[config.mk]
export PLATFORM = sky130hd
export DESIGN_NAME = sharpen_scan_ctrl
export DESIGN_NICKNAME = d
export VERILOG_FILES = /design/src/rtl/sharpen_scan_ctrl.sv
export SDC_FILE = /design/constraint.sdc
export NUM_CORES = 1
export LEC_CHECK = 0
export CAP_MARGIN = 5
export CORE_MARGIN = 2
export CORE_UTILIZATION = 55
export DETAILED_ROUTE_END_ITERATION = 8
export GPL_TIMING_DRIVEN = 0
export PLACE_DENSITY = 0.78
export SKIP_LAST_GASP = 1
export SYNTH_ARGS = -nofsm -noshare
export SYNTH_HDL_FRONTEND = slang
export SYNTH_SLANG_ARGS = --single-unit
export TNS_END_PERCENT = 5
[constraint.sdc]
create_clock -name clk -period 2.8 [get_ports clk]
set_input_delay 0.7 -clock clk [delete_from_list [all_inputs] [get_ports clk]]
set_output_delay 0.7 -clock clk [all_outputs]
set_load 0.01 [all_outputs]
[src/rtl/sharpen_scan_ctrl.sv]
// rtl/sharpen_scan_ctrl.sv - 3x3 window-scan sequencer with req/ack pixel fetch
module sharpen_scan_ctrl #(
    parameter int IMG_W  = 16,
    parameter int IMG_H  = 16,
    parameter int ADDR_W = 8
) (
    input  logic              clk,
    input  logic              rst_n,
    input  logic              start_n,
    input  logic              pix_ack,
    output logic              pix_req,
    output logic [ADDR_W-1:0] pix_addr,
    output logic              win_valid,
    output logic [ADDR_W-1:0] win_centre,
    output logic              busy,
    output logic              done
);
    // Window origin counters hold (centre - 1), so they start from zero
    localparam int XW = $clog2(IMG_W);
    localparam int YW = $clog2(IMG_H);
    localparam logic [XW-1:0] WX_LAST = XW'(IMG_W - 3);
    localparam logic [YW-1:0] WY_LAST = YW'(IMG_H - 3);
    localparam logic [31:0]   W32     = 32'(IMG_W);

    typedef enum logic [1:0] {S_IDLE, S_FETCH, S_WIN, S_DONE} state_t;

    state_t            state, state_nx;
    logic              st_d;
    logic [XW-1:0]     wx, wx_nx;
    logic [YW-1:0]     wy, wy_nx;
    logic [1:0]        dx, dx_nx, dy, dy_nx;
    logic              pix_req_nx, win_valid_nx, busy_nx, done_nx;
    logic [ADDR_W-1:0] pix_addr_nx, win_centre_nx;
    logic              trigger;

    function automatic logic [ADDR_W-1:0] addr_of(input logic [31:0] row, input logic [31:0] col);
        return ADDR_W'(row * W32 + col);
    endfunction

    // Falling edge of the qualified trigger; only acted upon in IDLE
    assign trigger = !start_n && st_d;

    // Next-state and next-output logic; outputs are registered from these values
    always_comb begin
        state_nx      = state;
        wx_nx         = wx;
        wy_nx         = wy;
        dx_nx         = dx;
        dy_nx         = dy;
        pix_req_nx    = 1'b0;
        pix_addr_nx   = pix_addr;
        win_valid_nx  = 1'b0;
        win_centre_nx = win_centre;
        busy_nx       = 1'b0;
        done_nx       = 1'b0;
        case (state)
            S_IDLE: begin
                if (trigger) begin
                    state_nx    = S_FETCH;
                    pix_req_nx  = 1'b1;
                    busy_nx     = 1'b1;
                    pix_addr_nx = '0;
                end
            end
            S_FETCH: begin
                busy_nx    = 1'b1;
                pix_req_nx = 1'b1;
                if (pix_ack) begin
                    if (dx == 2'd2 && dy == 2'd2) begin
                        state_nx      = S_WIN;
                        pix_req_nx    = 1'b0;
                        win_valid_nx  = 1'b1;
                        win_centre_nx = addr_of(32'(wy) + 32'd1, 32'(wx) + 32'd1);
                        dx_nx         = 2'd0;
                        dy_nx         = 2'd0;
                    end else begin
                        if (dx == 2'd2) begin
                            dx_nx = 2'd0;
                            dy_nx = dy + 2'd1;
                        end else begin
                            dx_nx = dx + 2'd1;
                        end
                        pix_addr_nx = addr_of(32'(wy) + 32'(dy_nx), 32'(wx) + 32'(dx_nx));
                    end
                end
            end
            S_WIN: begin
                if (wx == WX_LAST && wy == WY_LAST) begin
                    state_nx = S_DONE;
                    done_nx  = 1'b1;
                end else begin
                    state_nx   = S_FETCH;
                    busy_nx    = 1'b1;
                    pix_req_nx = 1'b1;
                    if (wx == WX_LAST) begin
                        wx_nx = '0;
                        wy_nx = wy + 1'b1;
                    end else begin
                        wx_nx = wx + 1'b1;
                    end
                    pix_addr_nx = addr_of(32'(wy_nx), 32'(wx_nx));
                end
            end
            S_DONE: begin
                state_nx = S_IDLE;
                wx_nx    = '0;
                wy_nx    = '0;
            end
            default: state_nx = S_IDLE;
        endcase
    end

    // State, counters, trigger history and registered outputs
    always_ff @(posedge clk or negedge rst_n) begin
        if (!rst_n) begin
            state      <= S_IDLE;
            st_d       <= 1'b1;
            wx         <= '0;
            wy         <= '0;
            dx         <= 2'd0;
            dy         <= 2'd0;
            pix_req    <= 1'b0;
            pix_addr   <= '0;
            win_valid  <= 1'b0;
            win_centre <= '0;
            busy       <= 1'b0;
            done       <= 1'b0;
        end else begin
            state      <= state_nx;
            st_d       <= start_n;
            wx         <= wx_nx;
            wy         <= wy_nx;
            dx         <= dx_nx;
            dy         <= dy_nx;
            pix_req    <= pix_req_nx;
            pix_addr   <= pix_addr_nx;
            win_valid  <= win_valid_nx;
            win_centre <= win_centre_nx;
            busy       <= busy_nx;
            done       <= done_nx;
        end
    end
endmodule

# After elaboration in Yosys (flattened, before gate mapping)
# Index checks and enable logic that the tools add are counted.
[word_totals] regBits=35 inputBits=4 output_inout_bits=20 elab_cells=88
[op_classes] n_addsub=11 eq_ne=12 muxes=41 n_reduce_logical=12
[ops] operator="4-bit 2-to-1 mux" count=8
[ops] operator="8-bit 2-to-1 mux" count=4
[ops] operator="2-bit 2-to-1 mux" count=14
[ops] operator="8-bit case mux with 3 select lines" count=1
[ops] operator="8-bit by 5-bit adder with 8-bit output" count=2
[ops] operator="4-bit case mux with 2 select lines" count=2
[ops] operator="4-bit by 1-bit adder with 4-bit output (second input constant)" count=3
[ops] operator="2-bit inequality test (second input constant)" count=5
[ops] operator="1-bit 2-to-1 mux" count=9
[ops] operator="8-bit by 4-bit adder with 8-bit output" count=1
[ops] operator="2-bit == test (second input constant)" count=4
[ops] operator="4-bit == test (second input constant)" count=2
[ops] operator="2-bit case mux with 4 select lines" count=1
[ops] operator="1-bit case mux with 3 select lines" count=2
[ops] operator="3-bit AND reduction" count=2
[ops] operator="4-bit by 1-bit adder with 5-bit output (second input constant)" count=1
[ops] operator="4-bit by 2-bit adder with 5-bit output" count=1
[ops] operator="5-bit AND reduction" count=1
[ops] operator="2-bit by 1-bit adder with 2-bit output (second input constant)" count=2
[ops] operator="4-bit by 2-bit adder with 4-bit output" count=1
[ops] operator="2-bit AND reduction" count=2
[ops] operator="1-bit logical AND" count=3
[ops] operator="3-bit nonzero test" count=1
[ops] operator="2-bit by 1-bit == test with 1-bit output (second input constant)" count=1
[ops] operator="3 further kinds" count=3

# Logic depth before layout (Yosys ltp)
[depth] depth_word=10 ltp_mapped=9

# Worst setup path after synthesis
# Ideal clock, no wire load.
[synth_path] kind="reg-to-reg" start="register dx[0]" end="register pix_addr[6]" setup_time_ns=0.125 t_arrival_ns=2.104 required_ns=2.675 setup_slack_ns=0.571 path_stages_with_launch=9 n_path_buf=0 cell_sequence="dfrtp_1 -> nand2b_1 -> xnor2_1 -> ha_1 -> fa_1 -> nand4_1 -> or3_1 -> a32oi_1 -> o31ai_1"
[synth_between] elab_chain_cells=10
[synth_lines] item="start, declared" line_no="31" text="logic [1:0] dx, dx_nx, dy, dy_nx;"
[synth_lines] item="start signal, assigned" line_no="133" text="dx <= dx_nx;"
[synth_lines] item="2-bit by 1-bit adder with 2-bit output or 2-bit == test (tied branches)" line_no="81, 69, 77"
[synth_lines] item="2-bit 2-to-1 mux" line_no="77" text="if (dx == 2'd2) begin"
[synth_lines] item="2-bit 2-to-1 mux" line_no="69" text="if (dx == 2'd2 && dy == 2'd2) begin"
[synth_lines] item="2-bit 2-to-1 mux" line_no="68" text="if (pix_ack) begin"
[synth_lines] item="2-bit 2-to-1 mux" line_no="56" text="case (state)"
[synth_lines] item="4-bit by 2-bit adder with 5-bit output or 4-bit by 2-bit adder with 4-bit output (tied branches)" line_no="83" text="pix_addr_nx = addr_of(32'(wy) + 32'(dy_nx), 32'(wx) + 32'(dx_nx));"
[synth_lines] item="8-bit by 5-bit adder with 8-bit output" line_no="37" text="return ADDR_W'(row * W32 + col);"
[synth_lines] item="8-bit 2-to-1 mux" line_no="69"
[synth_lines] item="8-bit 2-to-1 mux" line_no="68"
[synth_lines] item="8-bit case mux with 3 select lines" line_no="56"
[synth_lines] item="end signal, assigned" line_no="136" text="pix_addr <= pix_addr_nx;"
[synth_lines] item="end, declared" line_no="12" text="output logic [ADDR_W-1:0] pix_addr,"
# Several ways; a longest one is shown, not always the timed one. The select of a mux whose other input is x is not followed.
# A chain may end at the register's enable or synchronous reset.

# Final worst setup path
[layout_path] start="register dx[0]" end="register pix_addr[7]"
# The elaborated chain is that of the path after synthesis.

==> reports/results.txt <==
Power per Cell Area -> 768.0 mW/mm^2
post-synth top area cell -> dfrtp_1
Slew Limit Fails -> 0
post-synth net total -> 258
warnings from Yosys -> 0
Hold Vio Cnt, Final -> 0
Worst VDD drop -> 0.4419 mV
largest net degree at the start of global routing -> 36
Worst-Skew Late Latency -> 0.29 ns
Post-CTS Resized -> 0
Combinational Power Share -> 0.456
clock power share -> 0.190
remaining global-route overflow -> 0
GPL Wtd Cong -> 0.8851
CP required -> 2.96 ns
initial drt markers -> 68
Final period util -> 0.9049
critical path peak fanout -> 6
antenna violations before repair -> 0
core area -> 0.003689 sq mm
reg2reg setup slack -> 0.27 ns
crit path launch type -> register
clock transition at the registers of the reported paths -> 0.07 ns
clock root cell -> clkbuf_8
RR Startpoint -> dx[0]$_DFFE_PN0P_
fin crit period -> 2.534 ns
max frequency -> 394.7 MHz
Worst Setup SP -> dx[0]$_DFFE_PN0P_
placed cell areas -> 0.002425 sq mm
Rel. slew slack -> 0.4996
Top cell by count, worst path -> xnor2_1
dominant cells by area after synthesis -> dfrtp_1, ha_1, o21ai_0, nand2_1, xnor2_1
post-layout instance area -> 0.002512 sq mm
WL final -> 4.467 mm
crit end category -> register
Post-CTS Setup Inserts -> 0
Int Pwr -> 0.001146 W
area of the multi-input gates -> 0.001151 sq mm
Net Sw Frac -> 0.4059
vias in the first global route -> 1681
Worst-Margin Slew -> 0.7506 ns
share of layout cells above drive strength 1 -> 0.07895
dpl ws -> 0.2627 ns
CP arrival -> 2.70 ns
hold crit path type -> in2async
Post-synth EDFFs -> 0
dpl hpwl -> 3.381 mm
H-Tree Depth -> 2
Synth Register Bits -> 35
final setup fails -> 0
GR peak layer -> met2
skew final -> 0.003231 ns
synth cell count leaders -> nand2_1, dfrtp_1, o21ai_0
post-synthesis async set-or-reset flop share -> 1.000
clk buf depth -> 2
Finished Layout Cells -> 314
area grow syn2layout -> 17.43%
Post-Syn Area -> 0.002140 sq mm
Cell variety after synth -> 42
overall global routing resource usage -> 0.2382
Setup Crit Path Kind -> reg2reg
final setup TNS -> 0 ns
switching pwr -> 0.0007832 W
Synth Area per Inst -> 9.066 sq um
routed len/inst -> 14.23 um
Final ANT Viol Nets -> 0
grt met1 use -> 0.3216
Placed Cells -> 307
M3 GR Usage -> 0.04089
Core Rows -> 22
Primary FF master, synth -> dfrtp_1
clock sinks -> 35
Seq. cell area -> 877.1 sq um
Static Leak -> 1.097 nW
WHS -> 0.4742 ns
crit-path cells -> nand2b_1, xnor2_1, ha_1, fa_1, nand4_1, nor3_1, xnor2_1, a22oi_1, o21ai_1
CP max stage cell -> fa_1
top-count cell post-synth -> nand2_1
# DRC -> 0
first-pass GRT wire length -> 7.866 mm
Yosys top cell area share -> 0.3977
number of max-cap violations -> 0
total CTS buffers -> 5
Seq/Total Area, Yosys -> 0.4099
nets@finish -> 288
M2 GR Usage -> 0.3775
Via density -> 5.551
RSZ-0062 raised after global routing -> false
Vias -> 1743
Die Y -> 66.37 um
n_diodes -> 0
initial core utilization -> 0.5801
Buffers on Ports -> 23
Max stage delay on crit path -> 0.53 ns
Die ar. -> 0.004405 sq mm
# fillers -> 305
hold_buf cts -> 0
sequential power share -> 0.354
status -> finished, final reports clean
TritonCTS clock tree -> done
IO Pins -> 24
Synth Instances -> 236
drt first pass iters -> 4
final worst setup slack -> 0.2662 ns
Die X -> 66.37 um
[placed cells by master (no fill, tap or decap), drive strengths merged, types with 2 or more instances in the layout]
| master | netlist | routed |
|---|---|---|
| o31ai | 4 | 4 |
| nor2b | 3 | 3 |
| inv | 15 | 15 |
| a31oi | 3 | 3 |
| o22ai | 3 | 3 |
| ha | 16 | 16 |
| nor2 | 10 | 10 |
| fa | 2 | 2 |
| nor3 | 3 | 3 |
| nand3 | 8 | 8 |
| nand4 | 5 | 5 |
| buf | 4 | 5 |
| a22oi | 3 | 3 |
| nand2b | 2 | 2 |
| dfrtp | 34 | 34 |
| nand3b | 2 | 2 |
| a21oi | 9 | 9 |
| nand2 | 36 | 36 |
| xnor2 | 12 | 12 |
| a32oi | 3 | 3 |
| clkbuf | 7 | 13 |
| xor2 | 6 | 6 |
| o21ai | 33 | 33 |
| clkdlybuf4s50 | 0 | 22 |
[path summary, 6_finish.rpt]
path	cells after the start	endpoint
worst min register to register	2	win_centre[1]$_DFFE_PN0P_
min in group clk	2	win_centre[1]$_DFFE_PN0P_
worst max register to register	9	pix_addr[7]$_DFFE_PN0P_
max in group asynchronous	1	wx[1]$_DFFE_PN0P_
worst min-delay path	1	win_centre[5]$_DFFE_PN0P_
worst max-delay path	9	pix_addr[7]$_DFFE_PN0P_
[routing by layer]
layer | vias to the layer above | wire length (um)
li1 | 871 | -
met2 | 40 | 2115
met5 | - | 0
met4 | 0 | 78
met3 | 10 | 231
met1 | 822 | 2043
[logic make-up (layout without fill, tap and decap cells)]
family / after synthesis / count (layout) / synth area share
xor gates and xnor gates: 18 / 18 / 0.07368
adders and majority gates: 18 / 18 / 0.1123
muxes: 1 / 1 / 0.005263
buffers and inverters: 26 / 56 / 0.05205
DFF: 35 / 35 / 0.4099
and+or+nand+nor: 76 / 76 / 0.1766
AOI/OAI and AO/OA: 62 / 62 / 0.1702
[power groups by stage]
stage	Clock (W)	Combinational [W]	Sequential, W
floorplan	0	0.000596	0.000694
global placement	0	0.000849	0.000687
detailed placement	0	0.000875	0.000692
CTS	0.000374	0.000882	0.000683
global route	0.000393	0.00101	0.000695
finish	0.000366	0.000880	0.000683
[critical path: cells and delay by family (launching register included)]
kind	cells	cell delay [ns]
xor gates and xnor gates	2	0.26
adders and majority gates	2	0.77
and+or+nand+nor	3	0.58
DFF	1	0.42
AOI/OAI and AO/OA	2	0.38
[sequential cells by signal, indices dropped and copies added, names as in the netlist]
signal	cells
pix_addr	8
pix_req	1
dy	2
state	2
wy	4
wx	4
busy	1
win_valid	1
dx	2
done	1
win_centre	8
st_d	1
[stage by stage]
step	total power [W]	util
floorplan	0.001291	-
global placement	0.001536	0.6588
detailed placement	0.001567	0.6574
CTS	0.001939	0.6811
global route	0.002096	0.6811
finish	0.001930	0.6811
[final cells by class]
| type | count | share of cell area |
|---|---|---|
| multi-input combinational | 175 | 0.4582 |
| sequential | 35 | 0.3491 |
| timing repair buffer | 23 | 0.08964 |
| clock buffer | 6 | 0.03287 |
| tap | 48 | 0.02390 |
| inverter | 15 | 0.02241 |
| buffer | 11 | 0.02191 |
| clock inverter | 1 | 0.001992 |
No activity file was read; power rests on OpenSTA's default activity.
